**src/rtl/pipe_adder.sv**
```systemverilog
// pipe_adder: valid/ready pipelined adder, one K=WIDTH/STAGES slice per stage.
// Ports: clk, rst_n, in_valid/in_ready, a, b, sub, cin in;
// out_valid/out_ready, s, cout out; flags {N,Z,C,V} with PIPE_ADDER_FLAGS_EN.
module pipe_adder #(
  parameter int WIDTH  = 32,
  parameter int STAGES = 4
) (
  input  logic             clk,
  input  logic             rst_n,
  input  logic             in_valid,
  output logic             in_ready,
  input  logic [WIDTH-1:0] a,
  input  logic [WIDTH-1:0] b,
  input  logic             sub,
  input  logic             cin,
  output logic             out_valid,
  input  logic             out_ready,
  output logic [WIDTH-1:0] s,
  output logic             cout
`ifdef PIPE_ADDER_FLAGS_EN
  ,
  output logic [3:0]       flags
`endif
);

  localparam int K = (STAGES >= 1) ? WIDTH / STAGES : WIDTH;
  localparam int L = (STAGES >= 1) ? STAGES - 1 : 0;

  if (STAGES < 1) begin : g_bad_stages
    $error("pipe_adder: STAGES must be >= 1");
  end else if (WIDTH % STAGES != 0) begin : g_bad_split
    $error("pipe_adder: WIDTH must be a multiple of STAGES");
  end

  logic [STAGES-1:0] vld;
  logic [STAGES-1:0] adv;
  logic              rdy_q;
  logic              take;

  // A stage may advance if it or any later stage has a hole,
  // or the consumer drains the last stage this cycle.
  always_comb begin
    logic hole;
    adv  = '0;
    hole = out_ready;
    for (int i = STAGES - 1; i >= 0; i--) begin
      hole   = hole | ~vld[i];
      adv[i] = hole;
    end
  end

  // Holds in_ready low until the first clock after reset release.
  always_ff @(posedge clk or negedge rst_n) begin
    if (!rst_n) rdy_q <= 1'b0;
    else        rdy_q <= 1'b1;
  end

  assign in_ready = rdy_q & adv[0];
  assign take     = in_valid & in_ready;

  for (genvar g = 0; g < STAGES; g++) begin : stg
    // Stage g sees HI unprocessed operand bits and
    // stores LO finished sum bits.
    localparam int HI = WIDTH - g * K;
    localparam int LO = (g + 1) * K;

    logic [HI-1:0] pa;
    logic [HI-1:0] pb;
    logic          pc;
    logic          pv;
    logic [K:0]    sl;
    logic [LO-1:0] s_d;
    logic [LO-1:0] s_q;
    logic          v_q;
    logic          c_q;

    if (g == 0) begin : src
      assign pa  = a;
      assign pb  = sub ? ~b : b;
      assign pc  = cin;
      assign pv  = take;
      assign s_d = sl[K-1:0];
    end else begin : src
      assign pa  = stg[g-1].op.a_q;
      assign pb  = stg[g-1].op.b_q;
      assign pc  = stg[g-1].c_q;
      assign pv  = stg[g-1].v_q;
      assign s_d = {sl[K-1:0], stg[g-1].s_q};
    end

    assign sl = {1'b0, pa[K-1:0]}
              + {1'b0, pb[K-1:0]}
              + {{K{1'b0}}, pc};

    always_ff @(posedge clk or negedge rst_n) begin
      if (!rst_n) begin
        v_q <= 1'b0;
        c_q <= 1'b0;
        s_q <= '0;
      end else if (adv[g]) begin
        v_q <= pv;
        c_q <= sl[K];
        s_q <= s_d;
      end
    end

    if (g < STAGES - 1) begin : op
      logic [HI-K-1:0] a_q;
      logic [HI-K-1:0] b_q;

      always_ff @(posedge clk or negedge rst_n) begin
        if (!rst_n) begin
          a_q <= '0;
          b_q <= '0;
        end else if (adv[g]) begin
          a_q <= pa[HI-1:K];
          b_q <= pb[HI-1:K];
        end
      end
    end

    assign vld[g] = v_q;

`ifdef PIPE_ADDER_FLAGS_EN
    if (g == STAGES - 1) begin : fl
      logic [3:0] f_q;
      logic       ovf;

      // Same operand signs but result sign differs.
      assign ovf = (pa[K-1] == pb[K-1]) && (s_d[LO-1] != pa[K-1]);

      always_ff @(posedge clk or negedge rst_n) begin
        if (!rst_n)      f_q <= 4'b0;
        else if (adv[g]) f_q <= {s_d[LO-1], s_d == '0, sl[K], ovf};
      end
    end
`endif
  end

  assign out_valid = vld[L];
  assign s         = stg[L].s_q;
  assign cout      = stg[L].c_q;
`ifdef PIPE_ADDER_FLAGS_EN
  assign flags     = stg[L].fl.f_q;
`endif

endmodule
```
**config.mk**
```make
export PLATFORM = sky130hd
export DESIGN_NAME = pipe_adder
export DESIGN_NICKNAME = d
export VERILOG_FILES = /design/src/rtl/pipe_adder.sv
export SDC_FILE = /design/constraint.sdc
export NUM_CORES = 1
export LEC_CHECK = 0
export CORE_AREA = 10 10 148 150
export DETAILED_ROUTE_END_ITERATION = 10
export DIE_AREA = 0 0 158 160
export PLACE_DENSITY = 0.66
export RECOVER_POWER = 25
export SLEW_MARGIN = 25
export SYNTH_ARGS = -nofsm -noshare
export SYNTH_HDL_FRONTEND = slang
export SYNTH_SLANG_ARGS = --single-unit
```
**constraint.sdc**
```tcl
create_clock -name clk -period 6.4 [get_ports clk]
set_input_delay 1.28 -clock clk [delete_from_list [all_inputs] [get_ports clk]]
set_output_delay 1.28 -clock clk [all_outputs]
set_load 0.01 [all_outputs]
```
* Yosys cells after proc, flatten, opt, wreduce, memory -nomap -nowiden *
Index checks and enable logic that the tools add are counted.

storage, ports and cells
  input bits = 70
  bits in registers = 185
  output and inout bits = 35
  word-level logic and storage cells = 39

operators by class
  mux-type cells = 1
  bitwise logic cells = 11
  add/sub/neg operators = 8

operators with widths
  kind                                    count
  8-bit by 8-bit adder with 9-bit output  4
  9-bit by 1-bit adder with 9-bit output  4
  32-bit two-way mux                      1
  32-bit inverter                         1
  1-bit inverter                          4
  1-bit bitwise OR                        4
  1-bit AND                               2

* Depth between registers and ports, before layout *
Gate-level depths: netlist of run 1.

  depth after elaboration = 7
  mapped depth = 10
  mapped depth without buffers = 8

* Worst setup path after synthesis of run 1 *
OpenSTA, ideal clock, no wires.

  kind = input-to-output
  from = input out_ready
  to = output in_ready
  stages = 6
  required time = 5120 ps
  path buffers = 2
  path slack = 2973 ps
  arrival time = 2147 ps
  cells stage by stage = nor2b_1 > buf_6 > and3_4 > buf_6 > nand2_1 > and2_1

between the ends
  word-level cells in the longest chain between the ends = 5

ends and longest elaborated chain
  item                            RTL line  source
  start, declared                 17        input logic out_ready,
  1-bit bitwise OR (4 in series)  47        hole = hole | ~vld[i];
  1-bit AND                       58        assign in_ready = rdy_q & adv[0];
  end, declared                   11        output logic in_ready,

Every way passes these cells.

==> impl_metrics.yaml, run 1 <==
timing:
  relSlewSlack_pct: -90.88
  finalCritPeriodShare_pct: 70.44
  fin_crit_ns: 4.508
  rsz0062_at_grt: "no"
  final_max_slew_viol_count: 235
  skew_ns: 0.008482
  setup_viol: 0
  setup_ws_ns: 1.892
  fmax_ghz: 0.2218
  tns_ns: 0
  tightest_slew_ns: 2.863
  hold_violations: 0
yosys:
  synth_top_family_by_area: "simple AND/OR/NAND/NOR gates"
  synth_async_sr_flop_share_pct: 100.0
  ys_ff_latch: 185
  synth_area_leaders: "dfrtp_1 56%, nand2_1 16%, ha_1 4.2%"
  yosys.area.top_type: "dfrtp_1"
  synthFlopType: "dfrtp_1"
  ys_seq_area_share_pct: 55.54
  synth_area_um2: 8335
  synthMuxAreaShare_pct: 3.512
  synth-edff-count: 0
  synth_fa_ha_area_share_pct: 6.124
  synth_common_cells: "356 x nand2_1, 185 x dfrtp_1, 56 x o21ai_0"
  synth_xor_area_share_pct: 4.833
  synth_compound_area_share_pct: 8.541
  synth_top_cell_area_share_pct: 55.54
  yosys.area_share.simple_pct: 18.55
  synth.distinct_cells: 39
  synth_area_per_cell_um2: 9.715
  synth_nets: 964
  synth_warnings: 0
  synth_cells: 858
  yosysMostFrequentCell: "nand2_1"
worst_setup_path:
  cp_data_arrival_time_ns: 4.75
  critPathLaunchType: "input pin"
  cp-end-kind: "async pin"
  cpMaxStageDelayCell: "clkbuf_1"
  critical_path.cell_chain: "clkbuf_1 > clkbuf_2"
  worstPathBufferInverterCount: 2
  slowest_delay_ns: 1.98
  critPathTopFamily: "buffers and inverters"
  cp_max_fo: 67
  critPathRequiredTime_ns: 6.64
  path_class: "input pin to async pin"
clocking:
  post_cts_buffers: 0
  htreeDepth: 4
  cts_sinks: 185
  path_clk_slew_ns: 0.06
  cts_root_buffer: "clkbuf_16"
  cts_hold_buf: 0
  tritoncts: "yes"
  cts-resized-gates: 0
  clock_latency_ns: 0.43
  cts_buffer_depth: 2
  cts_buffers: 17
route:
  wl_per_cell_um: 14.21
  drt_pre_antenna_iters: 4
  ant_nets: 0
  via_per_inst: 4.799
  vias: 5759
  drt_wl_total_um: 17050
  drt_iter0_markers: 375
  drcViolationCount: 0
layout:
  layout-drive-gt1-share_pct: 7.796
  multi_input_area_um2: 3480
  nNetsFinal: 1055
  regArea_um2: 4629
  diodes: 0
  final.fill_count: 1744
  syn_to_final_growth_pct: 21.87
floorplan:
  num_rows: 51
  die_y_um: 160
  initial_utilization_pct: 43.69
  die_w_um: 158
  pin_count: 105
  die-area_um2: 25280
  coreArea_um2: 19080
global_routing:
  antenna_found_initial: 0
  overflow: 0
  grt_usage_pct: 14.08
  grt_start_max_net_pins: 68
  grt_pass1_wl_um: 28990
  grt_pass1_vias: 5832
pwr:
  p_leak_uw: 0.004652
  irDropWorstVdd_mv: 0.2525
  powerDensity_nw_per_um2: 331.6
outcome:
  violations: "capacitance limit, slew limit"
  status: "complete, but fails checks"
placement:
  io_buffer_count: 104
  dp_slack_ns: 1.934
  hpwlAfterDp_um: 12270
  gp_congestion: 0.7922
hold_path:
  worstHoldPathType: "flop to flop"
job:
  maxCapViolCount: 4
[logic make-up (layout without fill, tap and decap cells)]
logic type / count (synthesis) / after routing
simple gates: 397 / 397
flops: 185 / 185
compound gates: 117 / 117
buf+inv: 50 / 154
xor+xnor: 46 / 46
fa+ha+maj: 36 / 36
mux: 26 / 26
other cells: 1 / 1
[cell usage in the layout (no fill, tap or decap), types with 5 or more instances in the layout]
| master | n |
|---|---|
| a211oi_1 | 8 |
| a21o_1 | 5 |
| a21oi_1 | 18 |
| buf_4 | 5 |
| clkbuf_16 | 17 |
| clkdlybuf4s50_1 | 102 |
| dfrtp_1 | 185 |
| fa_1 | 8 |
| ha_1 | 28 |
| inv_1 | 10 |
| mux2_2 | 26 |
| nand2_1 | 355 |
| nor2_1 | 16 |
| nor3_1 | 10 |
| o21a_1 | 9 |
| o21ai_0 | 56 |
| xnor2_1 | 29 |
| xor2_1 | 17 |
[routing by layer]
| layer | share of wire, % | GRT usage, % |
|---|---|---|
| met1 | 51 | 20.26 |
| met2 | 43 | 20.02 |
| met3 | 5.0 | 4.324 |
| met4 | 0.80 | 3.833 |
| met5 | 0 | 0 |
[registers in the layout, indices dropped and copies added, names as in the netlist]
name and count:
cout 1, stg.op.b_q 48, stg.op.a_q 48, rdy_q 1, stg.s_q 48, stg.v_q 3, out_valid 1, stg.c_q 3
s 32
[cell type report]
type	count	share of cell area [%]
Sequential cell	185	45.57
Multi-Input combinational cell	623	34.25
Timing Repair Buffer	112	10.64
Clock buffer	19	4.459
Tap cell	238	2.931
Clock inverter	13	1.774
Inverter	10	0.3695
[path summary, 6_finish.rpt]
check | slack (ns) | end | cells after the start | start
max in group clk | 1.93 | in_ready | 7 | out_ready
min in group asynchronous | 1.77 | stg[0].op.b_q[6] | 1 | rst_n
worst min-delay path | 0.46 | stg[2].s_q[9] | 2 | stg[2].s_q[9]
worst max register to register | 3.01 | stg[2].s_q[7] | 5 | out_valid
worst max-delay path | 1.89 | stg[0].op.b_q[22] | 2 | rst_n
worst min register to register | 0.46 | stg[2].s_q[9] | 2 | stg[2].s_q[9]
[per-stage QoR]
step                utilization, %  power [µW]  hold WS (ns)  instances  instance area (µm²)
global placement             50.00        2273        0.4492       1168                 9539
CTS                          53.33        3411        0.4705       1200                10170
global route                 53.24        3569        0.4840       1200                10160
finish                       53.24        3368        0.4649       1200                10160
detailed placement           50.01        2297        0.4551       1168                 9542
floorplan                        -        1931        0.4348        858                 8335
[power breakdown]
| group | internal, µW | switching (µW) |
|---|---|---|
| Clock | 647 | 459 |
| Combinational | 393 | 338 |
| Sequential | 1400 | 134 |
No activity file was read; power rests on OpenSTA's default activity.
==> inputs of run 2 (changes only) <==
==> constraint.sdc (replaced) <==
create_clock -name clk -period 4.41 [get_ports clk]
set_input_delay 0.882 -clock clk [delete_from_list [all_inputs] [get_ports clk]]
set_output_delay 0.882 -clock clk [all_outputs]
set_load 0.01 [all_outputs]
==> run 2 against run 1 <==
  * The flow still finishes with violations (capacitance limit, slew limit)
  * Power grew 44%
  * Flip-flop and latch count is the same
  * Critical path depth up 4
  * Worst hold slack worse by 0.060 ns
  * Final area is 0.20% higher
  * Clock skew down 0.0013 ns
  * Cell count increased by 0.17%
  * Combinational power grew 44%
  * Wire length barely moved
  * Via count rose by 0.83%
  * Register-to-register slack lost 1.1 ns
==> impl_metrics.yaml, run 2 (synthesized netlist as in run 1, its figures left out) <==
clocking:
  cts_root_buffer: "clkbuf_16"
  path_clk_slew_ns: 0.06
  cts_sinks: 185
  htreeDepth: 4
  post_cts_buffers: 0
  cts_hold_buf: 0
  cts-resized-gates: 0
  cts_buffer_depth: 2
  tritoncts: "yes"
  clock_latency_ns: 0.42
  cts_buffers: 17
worst_setup_path:
  r2r_slack_ns: 1.93
  r2r_end: "stg[1].c_q"
  slowest_delay_ns: 0.56
  cp_max_fo: 2
  critPathRequiredTime_ns: 3.53
  critical_path.cell_chain: "clkdlybuf4s50_1 > nor2b_4 > and3_4 > nand2_1 > and2_1 > clkdlybuf4s50_1"
  cpMaxStageDelayCell: "clkdlybuf4s50_1"
  critPathMostFrequentCell: "clkdlybuf4s50_1"
  cp-end-kind: "output pin"
  cp_data_arrival_time_ns: 2.47
  cp.depth: 6
  worstPathBufferInverterCount: 2
  critPathTopFamily: "buffers and inverters"
  reg2regPathDepth: 7
  regToRegStartpoint: "stg[0].c_q"
  path_class: "input pin to output pin"
  critPathLaunchType: "input pin"
floorplan:
  initial_utilization_pct: 43.69
  coreArea_um2: 19080
  die-area_um2: 25280
  die_y_um: 160
  die_w_um: 158
  num_rows: 51
  pin_count: 105
timing:
  whs_ns: 0.4046
  setup_viol: 0
  fin_crit_ns: 3.348
  rsz0062_at_grt: "no"
  skew_ns: 0.007135
  relSlewSlack_pct: -35.90
  tns_ns: 0
  final_max_slew_viol_count: 85
  finalCritPeriodShare_pct: 75.91
  setup_ws_ns: 1.062
  fmax_ghz: 0.2987
  tightest_slew_ns: 2.038
  hold_violations: 0
global_routing:
  grt_pass1_wl_um: 28790
  grt_start_max_net_pins: 85
  overflow: 0
  antenna_found_initial: 0
  grt_usage_pct: 13.91
  grt_pass1_vias: 5743
route:
  drcViolationCount: 0
  drt_pre_antenna_iters: 4
  ant_nets: 0
  wl_per_cell_um: 14.17
  drt_wl_total_um: 17030
  vias: 5807
  via_per_inst: 4.831
  drt_iter0_markers: 315
layout:
  layout_common_cells: "356 x nand2_1, 185 x dfrtp_1, 102 x clkdlybuf4s50_1, 56 x o21ai_0, 29 x xnor2_1"
  fin_cells: 1202
  layout-drive-gt1-share_pct: 7.884
  diodes: 0
  biggestRegsByFlops: "stg.op.a_q: 48 flops, stg.op.b_q: 48 flops, stg.s_q: 48 flops"
  nNetsFinal: 1057
  final.fill_count: 1723
  final_common_cell: "nand2_1"
  syn_to_final_growth_pct: 22.11
outcome:
  violations: "capacitance limit, slew limit"
  status: "complete, but fails checks"
placement:
  hpwlAfterDp_um: 12500
  dp_slack_ns: 1.068
  io_buffer_count: 104
  gp_congestion: 0.8188
  dpl.cell_count: 1170
pwr:
  powerDensity_nw_per_um2: 475.4
  total_power_uw: 4839
  swShare_pct: 26.86
  p_clk_share_pct: 32.3
  switchingPower_uw: 1300
  irDropWorstVdd_mv: 0.2672
  combPwrFrac_pct: 21.8
  internal-power_uw: 3539
  p_leak_uw: 0.004661
  p_seq_share_pct: 45.9
job:
  maxCapViolCount: 1
hold_path:
  worstHoldPathType: "input pin to async pin"
## run 2: cell count changes in the layout (fill, tap and decap cells not counted), sizes merged
cell | before | now
clkinvlp | 2 | 3
buf | 6 | 11
inv | 16 | 12
## run 2: final cells by class
class                           count  area (µm²)  area share [%]
Sequential cell                   185        4629           45.48
Timing Repair Buffer              114        1122           11.03
Inverter                           10       37.54          0.3688
Multi-Input combinational cell    623        3477           34.16
Clock inverter                     10       140.1           1.377
Clock buffer                       22       474.2           4.659
Tap cell                          238       297.8           2.926
## run 2: layer usage
| layer | share of wire (%) | global-route usage (%) | routed length (µm) |
|---|---|---|---|
| met2 | 42 | 19.41 | 7213 |
| met5 | 0 | 0 | 0 |
| met1 | 51 | 20.45 | 8703 |
| met4 | 1.2 | 4.339 | 208 |
| met3 | 5.3 | 3.760 | 904 |
## run 2: worst max path at each step
stage	start	end
after detailed placement	out_ready	stg[0].op.b_q[9]
after CTS	out_ready	in_ready
after global routing	out_ready	in_ready
after global placement	out_ready	in_ready
after floorplan	sub	stg[0].c_q
final	out_ready	in_ready
## run 2: through the flow
| step | util (%) | cell area [µm²] |
|---|---|---|
| after floorplan | - | 8335 |
| after global placement | 50.21 | 9579 |
| after detailed placement | 50.21 | 9579 |
| after CTS | 53.43 | 10190 |
| after global routing | 53.35 | 10180 |
| final | 53.35 | 10180 |
## run 2: power by group through the flow
stage / combinational [µW] / sequential (µW) / clock [µW]
6_report: 1050 / 2220 / 1560
5_1_grt: 1190 / 2270 / 1670
4_1_cts: 1080 / 2230 / 1600
3_5_place_dp: 1070 / 2260 / 0
3_3_place_gp: 1060 / 2250 / 0
2_1_floorplan: 546 / 2260 / 0
==> inputs of run 3 (changes only) <==
==> constraint.sdc (replaced) <==
create_clock -name clk -period 3.19 [get_ports clk]
set_input_delay 0.638 -clock clk [delete_from_list [all_inputs] [get_ports clk]]
set_output_delay 0.638 -clock clk [all_outputs]
set_load 0.01 [all_outputs]
==> run 3 against run 2 <==
  * The flow now finishes without violations
  * Via count decreased by 1.5%
  * First-iteration DRC count is 8.6% higher
  * Highest routed layer unchanged
  * Largest cell class unchanged
  * Global-route usage increased by 0.18 points
  * Clock-buffer cell count is 5 lower
  * Sequential power up 38%
  * Critical endpoint unchanged
  * Clock power grew 28%
  * Non-clock buffer count is 1 higher
==> impl_metrics.yaml, run 3 (synthesized netlist as in run 1, its figures left out) <==
route:
  wl_per_cell_um: 13.97
  drt_wl_total_um: 16810
  drt_iter0_markers: 342
  via_per_inst: 4.756
  drt_pre_antenna_iters: 4
  vias: 5722
  ant_nets: 0
  drcViolationCount: 0
layout:
  biggestRegsByFlops: "stg.op.a_q: 48 flops, stg.op.b_q: 48 flops, stg.s_q: 48 flops"
  layout_common_cells: "356 x nand2_1, 185 x dfrtp_1, 102 x clkdlybuf4s50_1, 56 x o21ai_0, 29 x xnor2_1"
  fin_cells: 1203
  layout-drive-gt1-share_pct: 8.187
  multi_input_area_um2: 3477
  nNetsFinal: 1058
  regArea_um2: 4629
  final_common_cell: "nand2_1"
  utilization_pct: 53.25
  diodes: 0
  syn_to_final_growth_pct: 21.88
  final.fill_count: 1720
timing:
  hold_violations: 0
  fmax_ghz: 0.3499
  setup_viol: 0
  tightest_slew_ns: 1.445
  final_max_slew_viol_count: 0
  tns_ns: 0
  finalCritPeriodShare_pct: 89.58
  setup_ws_ns: 0.3323
  skew_ns: 0.006383
  relSlewSlack_pct: 3.680
  rsz0062_at_grt: "no"
  whs_ns: 0.4652
  fin_crit_ns: 2.858
clocking:
  cts_buffer_depth: 2
  post_cts_buffers: 0
  cts_hold_buf: 0
  cts_buffers: 17
  path_clk_slew_ns: 0.07
  cts-resized-gates: 0
  htreeDepth: 4
  cts_root_buffer: "clkbuf_16"
  cts_sinks: 185
  clock_latency_ns: 0.42
  tritoncts: "yes"
pwr:
  irDropWorstVdd_mv: 0.3835
  powerDensity_nw_per_um2: 643.3
  p_leak_uw: 0.004646
worst_setup_path:
  startpoint: "out_ready"
  r2r_slack_ns: 0.74
  r2r_end: "stg[1].c_q"
  regToRegStartpoint: "stg[0].c_q"
  cp_data_arrival_time_ns: 2.22
  reg2regPathDepth: 7
  critPathLaunchType: "input pin"
  path_class: "input pin to output pin"
  critPathRequiredTime_ns: 2.55
  cp-end-kind: "output pin"
  cp_max_fo: 2
global_routing:
  grt_pass1_wl_um: 29120
  grt_start_max_net_pins: 72
  grt_use_met3_pct: 4.163
  antenna_found_initial: 0
  use_met2_pct: 19.47
  grt_pass1_vias: 5726
  grt_usage_pct: 14.09
  busiest_layer: "met1"
  use_met1_pct: 20.82
  overflow: 0
floorplan:
  die_y_um: 160
  num_rows: 51
  pin_count: 105
  coreArea_um2: 19080
  die_w_um: 158
  initial_utilization_pct: 43.69
  die-area_um2: 25280
outcome:
  status: "finished clean"
placement:
  gp_congestion: 0.8064
  hpwlAfterDp_um: 12220
  dpl.cell_count: 1171
  dp_slack_ns: 0.3097
  io_buffer_count: 104
hold_path:
  timing.hold.worst_endpoint: "stg[2].s_q[3]"
  worstHoldPathType: "flop to flop"
  holdPathStages: 2
  hold_path_startpoint: "stg[2].s_q[3]"
job:
  maxCapViolCount: 0
## run 3: cell types whose count changed in the layout (fill, tap and decap cells not counted), sizes merged
| cell | before | now |
|---|---|---|
| buf | 11 | 12 |
| bufinv | 3 | 1 |
| inv | 12 | 15 |
| clkinvlp | 3 | 5 |
| clkinv | 2 | 4 |
| clkbuf | 23 | 18 |
## run 3: power by group
group          switching (µW)  internal [µW]  leakage, µW
registers                 267           2800      0.00216
clock network             913           1090     0.000265
logic                     668            795      0.00222
total                    1850           4690      0.00465
## run 3: metrics by stage
stage | total power (µW) | instance area (µm²)
6_report | 6536 | 10160
3_3_place_gp | 4572 | 9599
4_1_cts | 6627 | 10170
2_1_floorplan | 3875 | 8335
5_1_grt | 6943 | 10160
3_5_place_dp | 4617 | 9599
## run 3: cell type report
class | count | area share (%)
clock inverter | 15 | 1.392
tap | 238 | 2.931
timing repair buffer | 115 | 11.33
multi-input combinational | 623 | 34.22
sequential | 185 | 45.57
clock buffer | 17 | 4.187
inverter | 10 | 0.3695
## run 3: worst max-delay path, cell delays in order
cell and delay (ns):
clkdlybuf4s50_1 0.51, nor2b_4 0.06, and3_4 0.19, nand2_1 0.09, and2_1 0.17, clkdlybuf4s50_1 0.55
## run 3: metal layers
| metal | vias to the layer above | share of wire (%) |
|---|---|---|
| met5 | - | 0 |
| met4 | 0 | 0.99 |
| met3 | 12 | 5.2 |
| met2 | 98 | 42 |
| met1 | 2634 | 52 |
| li1 | 2978 | - |
## run 3: worst max-delay path by stage
| stage | to | slack (ns) | cells after the start |
|---|---|---|---|
| 2_1_floorplan | stg[0].c_q | 0.52 | 10 |
| 3_3_place_gp | stg[0].c_q | 0.35 | 9 |
| 3_5_place_dp | stg[0].c_q | 0.31 | 9 |
| 4_1_cts | in_ready | 0.33 | 6 |
| 5_1_grt | in_ready | 0.29 | 6 |
| 6_report | in_ready | 0.33 | 6 |
